[src/rtl/mfp_adc_sample_fifo.sv]
// -----------------------------------------------------------------------------
// mfp_adc_sample_fifo
//
// Purpose:
//   This is a tagged sample FIFO that sits directly behind the MAX10 ADC
//   sequencer response stream. Every response beat ({EOP, SOP, channel, data})
//   is captured while the FIFO is enabled. The CPU drains it through a small
//   register port. Reading FIFOD while the FIFO is non-empty pops the entry
//   that is presented in that same cycle. A registered level interrupt fires
//   on a fill threshold or on overflow.
//
// Configuration macro:
//   ADC_FIFO_DROP_OLDEST_EN
//     undefined : on overflow the newest beat is dropped.
//     defined   : on overflow the newest beat overwrites the oldest entry.
//   The ovf flag is set in both cases.
//
// Ports:
//   CLK, RESET          system clock and synchronous active-high reset
//   ADC_R_Valid         response beat valid
//   ADC_R_Channel[4:0]  beat channel
//   ADC_R_Data[11:0]    conversion result
//   ADC_R_SOP/EOP       first/last beat of a sequence
//   read_addr[1:0]      register select for reads
//   read_enable         read strobe (pops when it addresses FIFOD)
//   read_data[31:0]     combinational read mux
//   write_addr[1:0]     register select for writes
//   write_data[31:0]    write data
//   write_enable        write strobe
//   FIFO_Interrupt      registered level interrupt
//
// Register map:
//   0 FIFOD  {valid[31], eop[30], sop[29], channel[20:16], data[11:0]}
//   1 FIFOS  count[DEPTH_LOG2:0], empty[24], full[25], ovf[26] (W1C), thr[27]
//   2 FIFOC  en[0], ie[1], flush[2] (self-clearing), threshold[DEPTH_LOG2+8:8]
//   3        reads 0, writes ignored
// -----------------------------------------------------------------------------
module mfp_adc_sample_fifo #(
   parameter int unsigned DEPTH_LOG2 = 4
) (
   input  logic        CLK,
   input  logic        RESET,
   input  logic        ADC_R_Valid,
   input  logic [4:0]  ADC_R_Channel,
   input  logic [11:0] ADC_R_Data,
   input  logic        ADC_R_SOP,
   input  logic        ADC_R_EOP,
   input  logic [1:0]  read_addr,
   input  logic        read_enable,
   output logic [31:0] read_data,
   input  logic [1:0]  write_addr,
   input  logic [31:0] write_data,
   input  logic        write_enable,
   output logic        FIFO_Interrupt
);

   localparam int unsigned DEPTH = 1 << DEPTH_LOG2;
   localparam int unsigned PW    = DEPTH_LOG2 + 1;
   localparam logic [PW-1:0] PTR_ONE  = PW'(1);
   localparam logic [PW-1:0] PTR_ZERO = PW'(0);

   // Storage: {eop, sop, channel[4:0], data[11:0]}
   logic [18:0]   mem_q [DEPTH];

   logic [PW-1:0] wr_ptr_q, wr_ptr_d;
   logic [PW-1:0] rd_ptr_q, rd_ptr_d;
   logic [PW-1:0] thr_q, thr_d;
   logic          en_q, en_d;
   logic          ie_q, ie_d;
   logic          ovf_q, ovf_d;
   logic          irq_q, irq_d;

   logic [PW-1:0] count_s;
   logic          empty_s;
   logic          full_s;
   logic          thr_s;
   logic          push_req_s;
   logic          push_s;
   logic          pop_s;
   logic          rd_adv_s;
   logic          ovf_set_s;
   logic          flush_s;
   logic          wr_fifos_s;
   logic          wr_fifoc_s;
   logic [18:0]   head_s;
   logic [31:0]   fifod_s;
   logic [31:0]   fifos_s;
   logic [31:0]   fifoc_s;
   logic          unused_wdata_s;

   // Only a few write_data bits are meaningful.
   assign unused_wdata_s = ^write_data;

   // Pointer-derived status. The wrap bit tells a full FIFO apart from an
   // empty one.
   assign empty_s = (wr_ptr_q == rd_ptr_q);
   assign full_s  = (wr_ptr_q[DEPTH_LOG2-1:0] == rd_ptr_q[DEPTH_LOG2-1:0]) &&
                    (wr_ptr_q[DEPTH_LOG2] != rd_ptr_q[DEPTH_LOG2]);
   assign count_s = wr_ptr_q - rd_ptr_q;
   assign thr_s   = (thr_q != PTR_ZERO) && (count_s >= thr_q);

   assign wr_fifos_s = write_enable && (write_addr == 2'd1);
   assign wr_fifoc_s = write_enable && (write_addr == 2'd2);
   assign flush_s    = wr_fifoc_s && write_data[2];

   assign push_req_s = ADC_R_Valid && en_q;
   assign pop_s      = read_enable && (read_addr == 2'd0) && !empty_s;
   // An overflow only happens when no pop frees a slot in the same cycle.
   assign ovf_set_s  = push_req_s && full_s && !pop_s;

`ifdef ADC_FIFO_DROP_OLDEST_EN
   // Always accept the beat. When the FIFO is full, the read pointer is pushed
   // forward so the oldest entry is overwritten. A concurrent pop collapses
   // into that same single advance.
   assign push_s   = push_req_s;
   assign rd_adv_s = pop_s || (push_req_s && full_s);
`else
   // When the FIFO is full and nothing pops, drop the new beat and keep the
   // existing contents.
   assign push_s   = push_req_s && (!full_s || pop_s);
   assign rd_adv_s = pop_s;
`endif

   // Next-state logic for the pointers, control fields, the ovf flag and the interrupt.
   always_comb begin
      wr_ptr_d = wr_ptr_q;
      rd_ptr_d = rd_ptr_q;
      en_d     = en_q;
      ie_d     = ie_q;
      thr_d    = thr_q;
      ovf_d    = ovf_q;
      irq_d    = 1'b0;

      if (flush_s) begin
         wr_ptr_d = PTR_ZERO;
         rd_ptr_d = PTR_ZERO;
      end else begin
         if (push_s) begin
            wr_ptr_d = wr_ptr_q + PTR_ONE;
         end else begin
            wr_ptr_d = wr_ptr_q;
         end
         if (rd_adv_s) begin
            rd_ptr_d = rd_ptr_q + PTR_ONE;
         end else begin
            rd_ptr_d = rd_ptr_q;
         end
      end

      // Priority: flush clears ovf, then a new overflow sets it, then a
      // write-1 clears it.
      if (flush_s) begin
         ovf_d = 1'b0;
      end else if (ovf_set_s) begin
         ovf_d = 1'b1;
      end else if (wr_fifos_s && write_data[26]) begin
         ovf_d = 1'b0;
      end else begin
         ovf_d = ovf_q;
      end

      if (wr_fifoc_s) begin
         en_d  = write_data[0];
         ie_d  = write_data[1];
         thr_d = write_data[DEPTH_LOG2+8:8];
      end else begin
         en_d  = en_q;
         ie_d  = ie_q;
         thr_d = thr_q;
      end

      irq_d = ie_q && (thr_s || ovf_q);
   end

   // State registers with synchronous reset.
   always_ff @(posedge CLK) begin
      if (RESET) begin
         wr_ptr_q <= PTR_ZERO;
         rd_ptr_q <= PTR_ZERO;
         en_q     <= 1'b0;
         ie_q     <= 1'b0;
         thr_q    <= PTR_ZERO;
         ovf_q    <= 1'b0;
         irq_q    <= 1'b0;
      end else begin
         wr_ptr_q <= wr_ptr_d;
         rd_ptr_q <= rd_ptr_d;
         en_q     <= en_d;
         ie_q     <= ie_d;
         thr_q    <= thr_d;
         ovf_q    <= ovf_d;
         irq_q    <= irq_d;
      end
   end

   // Sample storage. The contents need no reset because the pointers define
   // which entries are valid.
   always_ff @(posedge CLK) begin
      if (push_s && !flush_s && !RESET) begin
         mem_q[wr_ptr_q[DEPTH_LOG2-1:0]] <= {ADC_R_EOP, ADC_R_SOP, ADC_R_Channel, ADC_R_Data};
      end
   end

   assign head_s = mem_q[rd_ptr_q[DEPTH_LOG2-1:0]];

   // Register images for the read mux.
   always_comb begin
      if (empty_s) begin
         fifod_s = 32'd0;
      end else begin
         fifod_s = {1'b1, head_s[18], head_s[17], 8'd0, head_s[16:12], 4'd0, head_s[11:0]};
      end

      fifos_s               = 32'd0;
      fifos_s[PW-1:0]       = count_s;
      fifos_s[24]           = empty_s;
      fifos_s[25]           = full_s;
      fifos_s[26]           = ovf_q;
      fifos_s[27]           = thr_s;

      fifoc_s                   = 32'd0;
      fifoc_s[0]                = en_q;
      fifoc_s[1]                = ie_q;
      fifoc_s[DEPTH_LOG2+8:8]   = thr_q;
   end

   // Combinational read data select.
   always_comb begin
      read_data = 32'd0;
      case (read_addr)
         2'd0:    read_data = fifod_s;
         2'd1:    read_data = fifos_s;
         2'd2:    read_data = fifoc_s;
         default: read_data = 32'd0;
      endcase
   end

   assign FIFO_Interrupt = irq_q;

endmodule
[config.mk]
export PLATFORM = sky130hd
export DESIGN_NAME = mfp_adc_sample_fifo
export DESIGN_NICKNAME = d
export VERILOG_FILES = /design/src/rtl/mfp_adc_sample_fifo.sv
export SDC_FILE = /design/constraint.sdc
export NUM_CORES = 1
export LEC_CHECK = 0
export BUFFER_PORTS_ARGS = -buffer_cell sky130_fd_sc_hd__clkbuf_2
export CAP_MARGIN = 10
export CORE_ASPECT_RATIO = 1.4
export CORE_UTILIZATION = 50
export CTS_CLUSTER_SIZE = 24
export DETAILED_ROUTE_END_ITERATION = 6
export GPL_TIMING_DRIVEN = 0
export PLACE_DENSITY_LB_ADDON = 0.3
export SYNTH_ARGS = -nofsm -noshare
export SYNTH_HDL_FRONTEND = slang
export SYNTH_SLANG_ARGS = --single-unit
export TNS_END_PERCENT = 30
[constraint.sdc]
create_clock -name CLK -period 5.62 [get_ports CLK]
set_input_delay 0.281 -clock CLK [delete_from_list [all_inputs] [get_ports CLK]]
set_output_delay 0.281 -clock CLK [all_outputs]
set_load 0.03 [all_outputs]
Word level (Yosys, flattened, before mapping)

Memories as Yosys holds them, arrays and structs flattened. A register that Yosys moved wholly into a read port is not among the register bits.
Cells that the tools add are included.

Register bits: 19
Bits in writable memories: 304
Input port bits: 60
Output and inout bits: 33
Word-level logic and storage cells: 53
Memories: 1

Add/sub/neg operators: 3
Magnitude comparators: 1
Equal/unequal tests: 7
Mux-type cells: 8
Reductions and logical operators: 26

Memories:

| memory | words | width | read ports | clocked after Yosys merged registers in | write ports | line | text |
|---|---|---|---|---|---|---|---|
| mem_q  | 16    | 19    | 1          | 1                                       | 1           | 63   | `logic [18:0] mem_q [DEPTH];` |

Operators by type and width:

| operator            | count |
|---|---|
| $pmux 32 s3         | 1 |
| $mux 32             | 1 |
| $logic_and 1x1->1   | 15 |
| $add 5x1->5 const B | 2 |
| $mux 4              | 2 |
| $eq 5x5->1          | 1 |
| $ge 5x5->1          | 1 |
| $logic_not 1->1     | 5 |
| $reduce_bool 5->1   | 1 |
| $sub 5x5->5         | 1 |
| $eq 2x1->1 const B  | 2 |
| $eq 2x2->1 const B  | 2 |
| $eq 4x4->1          | 1 |
| $mux 1              | 4 |
| $logic_not 2->1     | 1 |
| $logic_or 1x1->1    | 2 |
| $reduce_bool 2->1   | 1 |
| $reduce_or 2->1     | 1 |
| $ne 1x1->1          | 1 |

Longest topological paths before layout

Gate-level depths: netlist of run 1.

Word-level depth: 9
Gate-level depth with buffers: 11

Worst setup path after synthesis of run 1

No wires, ideal clock.

Kind: register to register
Start: reg wr_ptr_q[0]
End: mem mem_q[3][0], enable pin
Library setup time: 419 ps
Arrival: 2855 ps
Data required time: 5201 ps
Slack: 2346 ps
Cell stages (with the launch flop): 8
Clock period less this slack: 3274 ps
Cells stage by stage: dfxtp_1 inv_1 ha_1 nand4_1 o311a_2 nor2b_1 nand2_1 nor3_1

Longest elaborated chain between the ends: 9

Ends and longest elaborated chain:

| element                                              | line     | text |
|---|---|---|
| start, declared                                      | 65       | `logic [PW-1:0] wr_ptr_q, wr_ptr_d;` |
| start signal, assigned                               | 186      | `wr_ptr_q <= wr_ptr_d;` |
| $eq 5x5->1 or $eq 4x4->1 (tied branches)             | 96, 97   |  |
| $logic_not 1->1 or $logic_and 1x1->1 (tied branches) | 107, 97  |  |
| $logic_and 1x1->1 or $logic_not 1->1 (tied branches) | 107, 120 |  |
| $logic_or 1x1->1                                     | 120      | `assign push_s = push_req_s && (!full_s \|\| pop_s);` |
| $logic_and 1x1->1                                    | 120      |  |
| $logic_and 1x1->1 (2 in series)                      | 199      | `if (push_s && !flush_s && !RESET) begin` |
| $mux 1                                               | 199      |  |
| $mux 1 (not written as such)                         | 200      | `mem_q[wr_ptr_q[DEPTH_LOG2-1:0]] <= {ADC_R_EOP, ADC_R_SOP, ADC_R_Channel, ADC_R_Data};` |
| end, declared                                        | 63       |  |

Several ways; a longest one is shown, not always the timed one.

Worst setup path in the final report of run 1

Start: reg wr_ptr_q[0]
End: out read_data[30]

Longest elaborated chain between the ends: 3

Ends and longest elaborated chain:

| element       | line | text |
|---|---|---|
| $eq 5x5->1    | 96   | `assign empty_s = (wr_ptr_q == rd_ptr_q);` |
| $mux 32       | 208  | `if (empty_s) begin` |
| $pmux 32 s3   | 230  | `case (read_addr)` |
| end, declared | 50   | `output logic [31:0] read_data,` |

Every way passes these cells.

==> results of run 1 <==
==> critical path, cell delays in order (launching register included) <==
cell,delay [ns]
dfxtp_1,0.43
inv_1,0.13
ha_1,0.40
and4_1,0.23
nand2_1,0.08
nand2_1,0.38
clkbuf_1,0.61
a211oi_1,0.18
clkbuf_2,0.24
==> cell type report <==
class / instances / area [um2] / area share, %
sequential: 327 / 9590 / 62.8
multi-input combinational: 303 / 3360 / 22.0
clock buffer: 33 / 783 / 5.13
timing repair buffer: 83 / 608 / 3.98
tap: 319 / 399 / 2.62
buffer: 42 / 277 / 1.81
clock inverter: 24 / 204 / 1.34
inverter: 12 / 45.0 / 0.295
==> kinds of logic (layout without fill, tap and decap cells) <==
group	count (synthesis)	after routing	share of synthesized area, %
fa+ha+maj	15	15	1.48
compound gates	59	59	2.97
flops	327	327	72.8
mux	109	109	15.9
other cells	1	7	0.0285
simple gates	102	102	3.68
buf+inv	54	194	2.44
xor+xnor	11	11	0.732
==> metal layers <==
metal  vias up  routed length (um)
met5         -                  12
met4         2                 873
met3        67                1550
met2       241               15400
met1      3471               10600
li1       2966                   -
==> report_power, final <==
group	switching (mW)	internal, mW
Combinational	0.0628	0.0310
Clock	0.885	1.15
Sequential	0.00243	2.66
==> sequential cells by signal (all words and copies together), names as in the netlist, named ones only <==
register,cells
en_q,1
rd_ptr_q,5
mem_q,304
ovf_q,1
ie_q,1
thr_q,5
FIFO_Interrupt,1
wr_ptr_q,5
==> worst max path at each step <==
stage | start | end | slack (ns)
global placement | wr_ptr_q[0] | mem_q[3][7] | 0.72
detailed placement | wr_ptr_q[0] | mem_q[7][8] | 2.48
global route | wr_ptr_q[0] | read_data[30] | 1.94
finish | wr_ptr_q[0] | read_data[30] | 2.10
floorplan | wr_ptr_q[0] | mem_q[3][0] | 2.35
CTS | wr_ptr_q[0] | read_data[7] | 2.07
==> through the flow <==
stage / total power, mW / instances / cell area, um2 / hold WS, ns
floorplan: 2.75 / 684 / 13200 / 0.380
global placement: 2.80 / 1064 / 13900 / 0.487
detailed placement: 2.80 / 1079 / 14200 / 0.507
CTS: 4.81 / 1143 / 15300 / 0.0589
global route: 4.90 / 1143 / 15300 / 0.0752
finish: 4.79 / 1143 / 15300 / 0.0717
==> cells in the final DEF, fill, tap and decap left out, types with 10 or more instances in the layout <==
cell type	instances
edfxtp_1	304
nor2b_1	16
clkbuf_2	61
buf_6	11
mux4_1	10
a21oi_1	16
buf_4	15
nand2_1	21
clkbuf_1	17
mux4_2	66
mux2i_1	26
clkbuf_16	31
nor2_1	29
a211oi_1	21
ha_1	14
dfxtp_1	23
inv_1	12
==> flow_summary.ini, run 1 <==
[route]
drt_pass1_iterations = 7
avgRoutedWirePerCell_um = 24.9
drtAntennaViolNets = 0
initialDrtViolationCount = 485
drc_errors = 9
vias_per_cell = 5.90
wl_mm = 28.5
vias = 6747

[job]
max_cap_violations = 0

[synth]
synth_area_leaders = edfxtp_1 69%, mux4_2 11%, dfxtp_1 3.5%
async_reset_ff_share_pct = 0
ys_ff_latch = 327
yosysMostFrequentCell = edfxtp_1
seq_area_frac_synth_pct = 72.8
synth_cells = 678
synth_edf_count = 304
synth_top_area_share_pct = 69.3
synth_commonest_cells = 304 x edfxtp_1, 66 x mux4_2, 41 x nor2_1
synth_warnings = 0
avgSynthCellArea_um2 = 19.4
synth.cell_area_um2 = 13200
synth-main-ff-cell = edfxtp_1
yosysTopAreaCell = edfxtp_1
netlist-cell-type-count = 45

[timing]
finClkSkew_ns = 0.0130
setup_slack_ns = 2.10
period_share_pct = 62.6
tightestPinTransition_ns = 0.913
hold_viol = 0
finalMaxSlewViolations = 0
setup_violations = 0
fin_tns_setup_ns = 0
rsz0062_at_grt = no
fin_crit_ns = 3.52
slew-limit-headroom_pct = 39.0
max_freq_mhz = 284

[die]
num_rows = 69
start_util_pct = 51.4
die_y_um = 194
dieArea_um2 = 27000
die_w_um = 139
core_area_um2 = 25600
ios = 93

[outcome]
violations = DRC
status = finished, violations left

[clock_tree]
cts_tree = yes
post_cts.repair.setup_buffers = 0
ctsRootBufferMaster = clkbuf_16
cts_sinks = 327
cts_made_buffers = 31
htreeDepth = 1
hold_buffers = 7
cts.reportedPaths.clkPinSlew_ns = 0.06
ctsResizeCount = 0
clock_path_buffers = 3
clk_latency_ns = 0.56

[critical_path]
rrSetupSlack_ns = 2.46
critPathCaptureType = output pin
path_class = reg2out
critPathMaxFanout = 10
arrival_ns = 3.24
worstSetupStartpointType = flip-flop
r2r_cells = 8
reg2reg_from = wr_ptr_q[0]
r2r-end = mem_q[7][1]
critical_path_required_ns = 5.34

[min_path]
holdPathEnd = ovf_q
hold_depth = 4
hp-class = in2reg
worstHoldStart = write_data[26]

[final_layout]
utilization_pct = 59.5
nFillCells = 1844
areaGrowthSynthToFinish_pct = 15.9
layout-drive-gt1-share_pct = 29.1
nets = 875
diodes = 0

[grt]
track_usage_pct = 21.8
grt_pass1_vias = 7123
use_met2_pct = 40.5
grt_overflow = 0
grt_max_degree = 20
grt_antenna_before_repair = 1
grtUsageMet3_pct = 2.91
grt_pass1_wl_mm = 42.6
grt_use_met1_pct = 25.9
busiest_layer = met2

[place]
port_buffers = 61
place.gp.congestion = 0.838
place_ws_ns = 2.48
hpwl_mm = 18.9

[pwr]
p_leak_nw = 4.98
irDropWorstVdd_mv = 0.282
p_per_area_nw_per_um2 = 314
(Power assumes the default switching activity.)
==> run 2, diff against run 1 <==
Settings changed: ABC_AREA from default to 1.
Clock period 5.62 ns to 3.6 ns, I/O delays scaled along.
==> run 2 against run 1 <==
- the flow now finishes without violations
- sequential cell count unchanged
- core utilization decreased by 0.23 points
- sequential share of layout area decreased by 4.5 points
- cell area increased by 7.8%
- worst hold slack got worse by 0.0071 ns
- global-route usage increased by 3.4 points
- worst setup slack got worse by 1.8 ns
- non-clock buffer count increased by 44
- combinational power increased to 3.3 times the previous value
- cell count increased by 66%
- register-to-register slack got worse by 1.6 ns
==> flow_summary.ini, run 2 <==
[place]
port_buffers = 62
place_ws_ns = 0.862
post_dp_cell_area_um2 = 15300
place.gp.congestion = 0.892
hpwl_mm = 24.7
placedCellCount = 1823

[final_layout]
areaGrowthSynthToFinish_pct = 15.8
utilization_pct = 59.3
nFillCells = 2267
final_common_cell = nand2_1
nets = 1579
layout_common_cells = 383 x nand2_1, 304 x edfxtp_1, 165 x inv_1
finalNonFillerCells = 1896
stdcell_area_um2 = 16500
largest_reg_flops = 304
diodes = 0
layout-drive-gt1-share_pct = 12.5

[timing]
hold_viol = 0
finalMaxSlewViolations = 0
finClkSkew_ns = 0.0167
slew-limit-headroom_pct = 38.9
fin_crit_ns = 3.27
fin_tns_setup_ns = 0
fin_hold_ws_ns = 0.0646
period_share_pct = 90.8
tightestPinTransition_ns = 0.912
setup_slack_ns = 0.333
setup_violations = 0
rsz0062_at_grt = no
max_freq_mhz = 306

[critical_path]
cp_slowest_cell = fa_1
crit_chain = inv_1 > ha_1 > inv_1 > fa_1 > nand3_1 > nand2_1 > xnor2_1 > ha_1 > a21o_1 > nor2_1 > nand3b_1 > nand2_1 > nor2_1 > clkbuf_2
reg2reg_from = wr_ptr_q[0]
arrival_ns = 3.09
worstSetupStartpointType = flip-flop
critPathMaxFanout = 5
path_buf_inv = 3
path_class = reg2out
r2r_cells = 11
rrSetupSlack_ns = 0.86
cpPeakStageDelay_ns = 0.39
crit_family = adder cells
critPathCaptureType = output pin
r2r-end = mem_q[7][15]
critical_path_required_ns = 3.42
critPathLaunch = wr_ptr_q[0]

[synth]
synth.cell_area_um2 = 14200
netlist-cell-type-count = 29
ys_ff_latch = 327
yosysMostFrequentCell = nand2_1
synth_warnings = 0
async_reset_ff_share_pct = 0
seq_area_frac_synth_pct = 67.5
synth_cells = 1369
synth_commonest_cells = 383 x nand2_1, 304 x edfxtp_1, 165 x inv_1
synth-main-ff-cell = edfxtp_1
synth_area_leaders = edfxtp_1 64%, nand2_1 10%, nand3_1 5.6%
synth_edf_count = 304
yosysTopAreaCell = edfxtp_1
synth_top_area_share_pct = 64.3
avgSynthCellArea_um2 = 10.4

[route]
drt_pass1_iterations = 5
initialDrtViolationCount = 777
avgRoutedWirePerCell_um = 18.9
drc_errors = 0
vias = 9976
vias_per_cell = 5.26
wl_mm = 35.8
drtAntennaViolNets = 0

[pwr]
irDropWorstVdd_mv = 0.312
pwr-share-seq_pct = 54.9
share_comb_of_total_power_pct = 4.0
pwr-share-clk_pct = 41.1
internal-power_mw = 6.03
swShare_pct = 20.5
p_per_area_nw_per_um2 = 461
power_mw = 7.59
p_leak_nw = 6.69
p_sw_mw = 1.56

[grt]
grt_pass1_vias = 9781
track_usage_pct = 25.2
grt_overflow = 0
grt_max_degree = 18
grt_antenna_before_repair = 0
grt_pass1_wl_mm = 53.9

[clock_tree]
cts_sinks = 327
ctsResizeCount = 0
cts_made_buffers = 31
hold_buffers = 18
clk_latency_ns = 0.56
htreeDepth = 1
cts_tree = yes
ctsRootBufferMaster = clkbuf_16
clock_path_buffers = 3
post_cts.repair.setup_buffers = 0
cts.reportedPaths.clkPinSlew_ns = 0.06

[die]
core_area_um2 = 27700
dieArea_um2 = 29100
die_y_um = 201
die_w_um = 144
ios = 93
start_util_pct = 51.2
num_rows = 72

[min_path]
hp-class = in2reg
worstHoldStart = ADC_R_Data[9]
hold_depth = 1
holdPathEnd = mem_q[6][9]

[outcome]
status = finished clean

[job]
max_cap_violations = 0
==> run 2: kinds of logic after synthesis <==
| group | share of synthesized area, % |
|---|---|
| flops | 67.5 |
| compound gates | 4.03 |
| simple gates | 19.4 |
| other cells | 0.0264 |
| buf+inv | 7.15 |
| xor+xnor | 0.493 |
| fa+ha+maj | 1.37 |
==> run 2: per-layer routing <==
layer	share of wire (%)	wire length, um	vias up	track usage (%)
met2	52	18500	409	44.9
met5	0	0	-	0
met3	6.3	2250	98	3.31
met1	37	13200	4685	29.0
met4	5.3	1880	0	13.0
li1	-	-	4784	-
==> run 2: final cells by class <==
class | instances | area (um2) | area share [%]
sequential | 327 | 9590 | 58.3
multi-input combinational | 808 | 3670 | 22.3
clock buffer | 40 | 810 | 4.92
timing repair buffer | 96 | 764 | 4.65
inverter | 167 | 627 | 3.81
tap | 370 | 463 | 2.81
buffer | 73 | 389 | 2.37
clock inverter | 15 | 143 | 0.867
==> run 2: worst reg2reg max path, cell delays in order, from the launching register on <==
cell	delay, ns
dfxtp_1	0.39
inv_1	0.14
ha_1	0.38
nand2_1	0.09
nor2_2	0.06
nand3_1	0.07
nand2_1	0.09
buf_4	0.18
inv_1	0.09
nand3_1	0.18
nor2_2	0.52
buf_8	0.25
==> run 2: how the worst max path moves through the flow <==
| stage | endpoint | slack, ns | depth (start not counted) |
|---|---|---|---|
| 6_report | read_data[27] | 0.33 | 14 |
| 3_5_place_dp | mem_q[7][4] | 0.86 | 11 |
| 3_3_place_gp | mem_q[15][15] | -0.47 | 8 |
| 5_1_grt | read_data[27] | 0.17 | 14 |
| 2_1_floorplan | mem_q[15][0] | 0.67 | 8 |
| 4_1_cts | read_data[27] | 0.30 | 14 |
==> run 2: power groups by stage <==
| stage | Clock, mW | Sequential [mW] | Combinational [mW] |
|---|---|---|---|
| after floorplan | 0 | 4.24 | 0.151 |
| after global placement | 0 | 4.24 | 0.281 |
| after detailed placement | 0 | 4.24 | 0.288 |
| after CTS | 3.14 | 4.16 | 0.304 |
| after global routing | 3.27 | 4.16 | 0.333 |
| final | 3.12 | 4.16 | 0.305 |
==> run 3, diff against run 2 <==
Settings changed: RECOVER_POWER from default to 100.
==> run 3 against run 2 <==
- the run now ends with capacitance limit, slew limit left
- fmax down 1.5%
- worst setup slack worse by 0.050 ns
- count of clock-buffer cells in the layout unchanged
- cell count unchanged
- core utilization down 0.79 points
- routed wire length down 0.16%
- sequential share of layout area up 0.79 points
- total power about the same
- global-route usage unchanged
- clock skew down 0.0035 ns
- critical path depth down 4
- critical path type is now reg2reg
==> flow_summary.ini, run 3 (synthesis results as in run 2) <==
[critical_path]
path_class = reg2reg
critPathCaptureType = flip-flop
arrival_ns = 3.49
critical_path_required_ns = 3.77
worstSetupStartpointType = flip-flop
critPathMaxFanout = 13

[clock_tree]
post_cts.repair.setup_buffers = 0
cts_sinks = 327
hold_buffers = 18
ctsResizeCount = 0
cts.reportedPaths.clkPinSlew_ns = 0.06
clock_path_buffers = 3
clk_latency_ns = 0.56
cts_tree = yes
htreeDepth = 1
cts_made_buffers = 31
ctsRootBufferMaster = clkbuf_16

[final_layout]
nets = 1579
nFillCells = 2325
utilization_pct = 58.5
largest_reg_flops = 304
finalNonFillerCells = 1896
layout_common_cells = 384 x nand2_1, 304 x edfxtp_1, 165 x inv_1
areaGrowthSynthToFinish_pct = 14.3
diodes = 0
layout-drive-gt1-share_pct = 7.86
stdcell_area_um2 = 16200
final_common_cell = nand2_1

[die]
die_y_um = 201
start_util_pct = 51.2
die_w_um = 144
num_rows = 72
dieArea_um2 = 29100
core_area_um2 = 27700
ios = 93

[route]
drtAntennaViolNets = 0
vias = 9981
route.met2.wl_mm = 18.5
dr_wl_met3_mm = 2.38
drt_pass1_iterations = 5
drc_errors = 0
top_layer_used = met4
vias_per_cell = 5.26
initialDrtViolationCount = 719
wl_mm = 35.7
wl_met1_mm = 12.9
avgRoutedWirePerCell_um = 18.8

[pwr]
irDropWorstVdd_mv = 0.311
p_leak_nw = 6.51
p_per_area_nw_per_um2 = 467

[grt]
grt_max_degree = 18
grt_antenna_before_repair = 0
grt_overflow = 0
track_usage_pct = 25.2
grt_pass1_vias = 9781
grt_pass1_wl_mm = 53.9

[min_path]
hp-class = in2reg

[outcome]
violations = capacitance limit, slew limit
status = finished, violations left

[place]
post_dp_cell_area_um2 = 15300
port_buffers = 62
hpwl_mm = 24.7
placedCellCount = 1823
place.gp.congestion = 0.892

[timing]
max_freq_mhz = 301
setup_violations = 0
finClkSkew_ns = 0.0133
rsz0062_at_grt = no
fin_hold_ws_ns = 0.142
slew-limit-headroom_pct = -6.77
finalMaxSlewViolations = 10
fin_crit_ns = 3.32
period_share_pct = 92.1
hold_viol = 0
tightestPinTransition_ns = 1.59

[job]
max_cap_violations = 1
run 3: final cells by class:
class	count	area, um2	share of cell area (%)
buffer	73	385	2.37
clock buffer	40	810	4.99
clock inverter	15	143	0.879
inverter	167	627	3.86
multi-input combinational	808	3620	22.3
sequential	327	9590	59.1
tap	370	463	2.85
timing repair buffer	96	596	3.67
run 3: layer usage:
layer | GRT usage, % | up-vias
li1 | - | 4782
met1 | 29.0 | 4700
met2 | 44.9 | 403
met3 | 3.31 | 96
met4 | 13.0 | 0
met5 | 0 | -
run 3: path summary, 6_finish.rpt:
check                    to  depth (start not counted)  slack (ns)          start
min             wr_ptr_q[2]                          4        0.14  write_data[2]
max reg2reg    mem_q[4][12]                         10        0.28    wr_ptr_q[0]
max            mem_q[4][12]                         10        0.28    wr_ptr_q[0]
min reg2reg  FIFO_Interrupt                          2        0.48           ie_q
run 3: report_power, final:
part / internal (mW) / switching [mW] / leakage [nW]
sequential: 4.16 / 0.00603 / 2.92
combinational: 0.0854 / 0.213 / 3.13
clock: 1.78 / 1.34 / 0.468
run 3: through the flow:
stage                     total power [mW]  setup WS [ns]  setup TNS [ns]
after detailed placement              4.53          0.862               0
after CTS                             7.61          0.296               0
final                                 7.58          0.283               0
after floorplan                       4.39          0.668               0
after global placement                4.52         -0.468           -8.85
after global routing                  7.76         0.0914               0
run 3: worst max-delay path, cell delays in order, from the launching register on:
cell and delay (ns):
dfxtp_1 0.39, inv_1 0.14, ha_1 0.38, nand2_1 0.08
nor2_1 0.08, nand3_1 0.09, nand2_1 0.09, nor2_1 0.17
nand2_1 0.14, nor2_1 0.63, dlymetal6s2s_1 0.74
